==> src/rtl/dlx_pkg.sv <==
// dlx_pkg: shared hazard controller types and constants for the DLX core
package dlx_pkg;
    typedef enum logic [1:0] {
        RUN      = 2'd0,
        MEM_WAIT = 2'd1,
        ERROR    = 2'd2
    } hazard_state_t;
    localparam logic [4:0] REG_ZERO = 5'd0;
endpackage

==> src/rtl/dep_match.sv <==
// dep_match: flags an ID-stage source that depends on a pending load in a later stage
module dep_match
    import dlx_pkg::*;
(
    input  logic [4:0] rs1,
    input  logic [4:0] rs2,
    input  logic       use_rs1,
    input  logic       use_rs2,
    input  logic [4:0] rd,
    input  logic       load,
    output logic       hit
);
    assign hit = load && rd != REG_ZERO && ((use_rs1 && rs1 == rd) || (use_rs2 && rs2 == rd));
endmodule

==> src/rtl/hazard_ctrl.sv <==
// hazard_ctrl: DLX pipeline stall/bubble/flush control with memory-timeout FSM; PIPE_PERF_EN adds perf counters
module hazard_ctrl
    import dlx_pkg::*;
#(
    parameter int MEM_TIMEOUT = 255,
    parameter int CNT_W       = 32
) (
    input  logic             clk,
    input  logic             reset_n,
    input  logic [4:0]       rs1_ID,
    input  logic [4:0]       rs2_ID,
    input  logic             use_rs1_ID,
    input  logic             use_rs2_ID,
    input  logic [4:0]       rd_EX,
    input  logic             load_EX,
    input  logic [4:0]       rd_MEM,
    input  logic             load_MEM,
    input  logic             pc_cmd_EX,
    input  logic             dmem_req_MEM,
    input  logic             dmem_ready,
    output logic             stall_IF,
    output logic             stall_ID,
    output logic             stall_EX,
    output logic             stall_MEM,
    output logic             bubble_EX,
    output logic             flush_ID,
    output logic             mem_error,
    output logic [1:0]       state_o
`ifdef PIPE_PERF_EN
    ,
    output logic [CNT_W-1:0] stall_cycles,
    output logic [CNT_W-1:0] flush_cnt,
    output logic [CNT_W-1:0] load_use_cnt
`endif
);
    localparam logic [15:0] LAST = 16'(MEM_TIMEOUT - 1);

    hazard_state_t state, state_nx;
    logic [15:0] wait_cnt;
    logic        freeze, hit_ex, hit_mem, load_use, timeout;

    dep_match u_dep_ex (
        .rs1(rs1_ID), .rs2(rs2_ID), .use_rs1(use_rs1_ID), .use_rs2(use_rs2_ID),
        .rd(rd_EX), .load(load_EX), .hit(hit_ex)
    );
    dep_match u_dep_mem (
        .rs1(rs1_ID), .rs2(rs2_ID), .use_rs1(use_rs1_ID), .use_rs2(use_rs2_ID),
        .rd(rd_MEM), .load(load_MEM), .hit(hit_mem)
    );

    assign freeze    = dmem_req_MEM && !dmem_ready;
    assign load_use  = hit_ex || hit_mem;
    // wait_cnt holds the frozen cycles before this one, so this is the MEM_TIMEOUT-th
    assign timeout   = freeze && wait_cnt == LAST;
    assign mem_error = state == ERROR;
    assign state_o   = state;

    always_ff @(posedge clk) begin
        if (!reset_n) begin
            state    <= RUN;
            wait_cnt <= '0;
        end else begin
            state    <= state_nx;
            wait_cnt <= (freeze && state != ERROR) ? wait_cnt + 16'(wait_cnt != 16'hffff) : '0;
        end
    end

    always_comb begin
        state_nx  = (state == ERROR || timeout) ? ERROR : freeze ? MEM_WAIT : RUN;
        stall_IF  = 1'b0;
        stall_ID  = 1'b0;
        stall_EX  = 1'b0;
        stall_MEM = 1'b0;
        bubble_EX = 1'b0;
        flush_ID  = 1'b0;
        if (state == ERROR || freeze) begin
            stall_IF  = 1'b1;
            stall_ID  = 1'b1;
            stall_EX  = 1'b1;
            stall_MEM = 1'b1;
        end else if (pc_cmd_EX) begin
            flush_ID  = 1'b1;
            bubble_EX = 1'b1;
        end else if (load_use) begin
            stall_IF  = 1'b1;
            stall_ID  = 1'b1;
            bubble_EX = 1'b1;
        end
    end

`ifdef PIPE_PERF_EN
    always_ff @(posedge clk) begin
        if (!reset_n) begin
            stall_cycles <= '0;
            flush_cnt    <= '0;
            load_use_cnt <= '0;
        end else begin
            stall_cycles <= stall_cycles + CNT_W'(stall_IF && stall_cycles != '1);
            flush_cnt    <= flush_cnt + CNT_W'(flush_ID && flush_cnt != '1);
            load_use_cnt <= load_use_cnt + CNT_W'(bubble_EX && !flush_ID && load_use_cnt != '1);
        end
    end
`endif
endmodule

==> config.mk <==
export PLATFORM = sky130hd
export DESIGN_NAME = hazard_ctrl
export DESIGN_NICKNAME = d
export VERILOG_FILES = /design/src/rtl/dlx_pkg.sv /design/src/rtl/dep_match.sv /design/src/rtl/hazard_ctrl.sv
export SDC_FILE = /design/constraint.sdc
export NUM_CORES = 1
export LEC_CHECK = 0
export ABC_CLOCK_PERIOD_IN_PS = 4450
export CAP_MARGIN = 5
export CORE_MARGIN = 2
export CORE_UTILIZATION = 30
export DETAILED_ROUTE_END_ITERATION = 6
export PLACE_DENSITY_LB_ADDON = 0.15
export SLEW_MARGIN = 20
export SYNTH_ARGS = -nofsm -noshare
export SYNTH_HDL_FRONTEND = slang
export SYNTH_SLANG_ARGS = --single-unit
==> constraint.sdc <==
create_clock -name clk -period 4.45 [get_ports clk]
set_input_delay 0.6675 -clock clk [delete_from_list [all_inputs] [get_ports clk]]
set_output_delay 0.6675 -clock clk [all_outputs]
set_load 0.02 [all_outputs]
==> results of run 1 <==
==> power by group <==
group	total (mW)	leakage, nW	switching (mW)	internal [mW]
Sequential	0.163	0.145	0.000678	0.162
Combinational	0.0741	0.363	0.0303	0.0439
Clock	0.110	0.0216	0.0500	0.0601
==> critical path, delay by kind of cell <==
kind / cells / cell delay, ns
buffers and inverters: 2 / 1.02
AND/OR/NAND/NOR: 1 / 0.54
AO/OA/AOI/OAI: 3 / 0.50
==> flip-flops by register name, summed over array words and instances, names as in the netlist <==
name,flops
state_o,2
wait_cnt,16
==> cell usage in the layout (no fill, tap or decap), types with 2 or more instances in the layout <==
cell type	netlist	final
a21oi_1	2	2
and3_1	2	2
and4_1	2	2
clkbuf_8	0	3
clkdlybuf4s50_1	0	37
dfxtp_1	18	18
ha_1	3	3
inv_1	6	6
nand2_1	13	13
nand3_1	2	2
nand4_1	8	8
nor2_1	21	21
nor3_1	5	5
o22ai_1	2	2
or4_1	3	3
xnor2_1	28	28
xor2_1	5	5
==> synthesized netlist by cell type, drive strengths merged (2+ instances only) <==
cell   count
a21oi      2
buf        2
o22ai      2
ha         3
o21ai      2
nor2      21
or4        3
dfxtp     18
nand2     13
inv        6
nand3      2
and3       3
xnor2     28
or3        2
nand4      8
and4       2
nor3       6
xor2       5
==> cell families (layout without fill, tap and decap cells) <==
group | count (synthesis) | in the layout | synth area share
compound gates | 9 | 9 | 0.0529
xor+xnor | 33 | 33 | 0.260
fa+ha+maj | 3 | 3 | 0.0337
buf+inv | 9 | 46 | 0.0371
flops | 18 | 18 | 0.324
simple gates | 64 | 64 | 0.292
==> worst paths after layout <==
path | slack [ns] | startpoint | endpoint
setup reg to reg | 2.40 | wait_cnt[8]$_SDFF_PN0_ | wait_cnt[15]$_SDFF_PN0_
hold reg to reg | 0.51 | wait_cnt[15]$_SDFF_PN0_ | wait_cnt[15]$_SDFF_PN0_
hold / removal | 0.51 | wait_cnt[15]$_SDFF_PN0_ | wait_cnt[15]$_SDFF_PN0_
setup / recovery | 1.05 | rd_EX[3] | stall_ID
==> through the flow <==
step	hold slack [ns]	power [mW]
2_1_floorplan	0.466	0.198
3_3_place_gp	0.499	0.239
3_5_place_dp	0.500	0.240
4_1_cts	0.507	0.350
5_1_grt	0.568	0.364
6_report	0.512	0.347
==> final cells by class <==
type	instances	area [sq um]	share of cell area
Timing Repair Buffer	37	370	0.237
Tap cell	48	60.1	0.0384
Multi-Input combinational cell	109	711	0.454
Clock buffer	3	41.3	0.0264
Sequential cell	18	360	0.230
Inverter	6	22.5	0.0144
==> per-layer routing <==
| metal | vias up | part of all wire |
|---|---|---|
| met5 | - | 0 |
| met4 | 0 | 0.014 |
| met3 | 4 | 0.075 |
| met2 | 39 | 0.45 |
| met1 | 459 | 0.46 |
| li1 | 536 | - |
==> results.py, run 1 <==
metrics = {
    "status": {
        "status": "completed",
    },
    "global_route": {
        "grt_max_degree": 18,
        "grt_pass1_wl_um": 4600,
        "globalRouteMet1Util": 0.164,
        "grt_pass1_vias": 1056,
        "grt_overflow_total": 0,
        "grt_busiest_layer": "met2",
        "grt_use_met3": 0.0469,
        "antenna_found_initial": 0,
        "grt_usage": 0.137,
        "use_met2": 0.229,
    },
    "setup_path": {
        "crit_path_top_delay_cell": "or4_1",
        "critPathMaxStageDelay_ns": 0.54,
        "path_cells": "clkdlybuf4s50_1 > or4_1 > o21a_1 > a32oi_1 > o21ai_1 > clkdlybuf4s50_1",
        "cp_data_arrival_time_ns": 2.73,
        "setup.worst_path.end_class": "output port",
        "reg2regPathDepth": 9,
        "crit_type": "in -> out",
        "worstPathRequired_ns": 3.78,
        "cp-start-kind": "primary input",
        "cp_max_fo": 3,
        "crit_top_cell": "clkdlybuf4s50_1",
    },
    "synthesis": {
        "synth_top_cell_area_share": 0.324,
        "synth_edf_count": 0,
        "synth_seq_area_share": 0.324,
        "synth.distinct_cells": 30,
        "ys_ff_latch": 18,
        "yosysWarnings": 0,
        "syn_nets": 168,
        "synth.area.top_cells": "dfxtp_1 (32%), xnor2_1 (22%), nor2_1 (7.1%)",
        "synthCells": 136,
        "synth_area_leader_cell": "dfxtp_1",
        "syn_avg_cell_area_sq_um": 8.18,
        "async_flop_share": 0,
        "synth_area_sq_mm": 0.00111,
        "synthFlopType": "dfxtp_1",
    },
    "layout": {
        "antenna_cells_inserted": 0,
        "final_cells": 221,
        "drive_gt1_frac": 0.0405,
        "areaGrowthSynthToFinish_pct": 40.7,
        "finalInstanceArea_sq_mm": 0.00157,
        "final_core_util": 0.434,
        "nets": 207,
        "num-fill-cells": 351,
    },
    "timing": {
        "min_period_ns": 3.40,
        "maxSlewHeadroom": 0.549,
        "post-route-period-util": 0.763,
        "hold_viol_final": 0,
        "tns_ns": 0,
        "rsz0062_at_grt": "false",
        "report.final.slew_viol_count": 0,
        "tightest_slew_ns": 0.674,
        "fmaxAchievable_mhz": 295,
        "setup_slack_ns": 1.05,
        "setup_violations": 0,
        "skew_ns": 0.00122,
    },
    "clocking": {
        "clockBufferDepth": 2,
        "cts_root_buf": "clkbuf_8",
        "htree_levels": 1,
        "hold_buffers": 0,
        "clkLatencyLatePin_ns": 0.25,
        "cts_sinks": 18,
        "post_cts_buffers": 0,
        "cts_inserted_buffers": 3,
        "cts.clk_slew.worst_paths_ns": 0.06,
        "cts_resized": 0,
        "cts_tree": "built",
    },
    "route": {
        "vias_per_cell": 4.70,
        "vias": 1038,
        "drc": 0,
        "wl_per_cell_um": 12.3,
        "ant_nets": 0,
        "wl_um": 2710,
        "drt-initial-drc-count": 64,
        "first_pass_iters": 4,
    },
    "floorplan": {
        "die_h_um": 64.9,
        "coreArea_sq_mm": 0.00361,
        "dieArea_sq_mm": 0.00421,
        "io_pins": 38,
        "die_w_um": 64.9,
        "rows": 22,
        "start_util": 0.308,
    },
    "placement": {
        "dpl_worst_slack_ns": 1.06,
        "io_buffers": 37,
        "hpwl_um": 2200,
        "place_congestion": 0.885,
        "place_area_sq_mm": 0.00152,
        "dp.cells": 218,
    },
    "pwr": {
        "power.density_mw_per_mm2": 222,
        "ir_drop_v": 0.000156,
        "p_leak_nw": 0.530,
    },
    "min_path": {
        "whs_path_depth": 2,
        "hold_class": "reg -> reg",
    },
    "job": {
        "maxCapViolCount": 0,
    },
}
(Power assumes the default switching activity.)
==> run 2: changes to the inputs <==
- ABC_CLOCK_PERIOD_IN_PS: 4450 -> 3350
- clock period: 4.45 -> 3.35 ns (I/O delays scaled with it)
==> results of run 2 <==
The final DEF is identical to that of run 1. Status: completed.
Main changes from that run: setup slack after placement 1.06 ns -> 0.291 ns; setup slack after layout 1.05 ns -> 0.285 ns; register-to-register setup slack 2.40 ns -> 1.30 ns; total power 0.347 mW -> 0.461 mW; worst IR drop on VDD 0.000156 V -> 0.000207 V
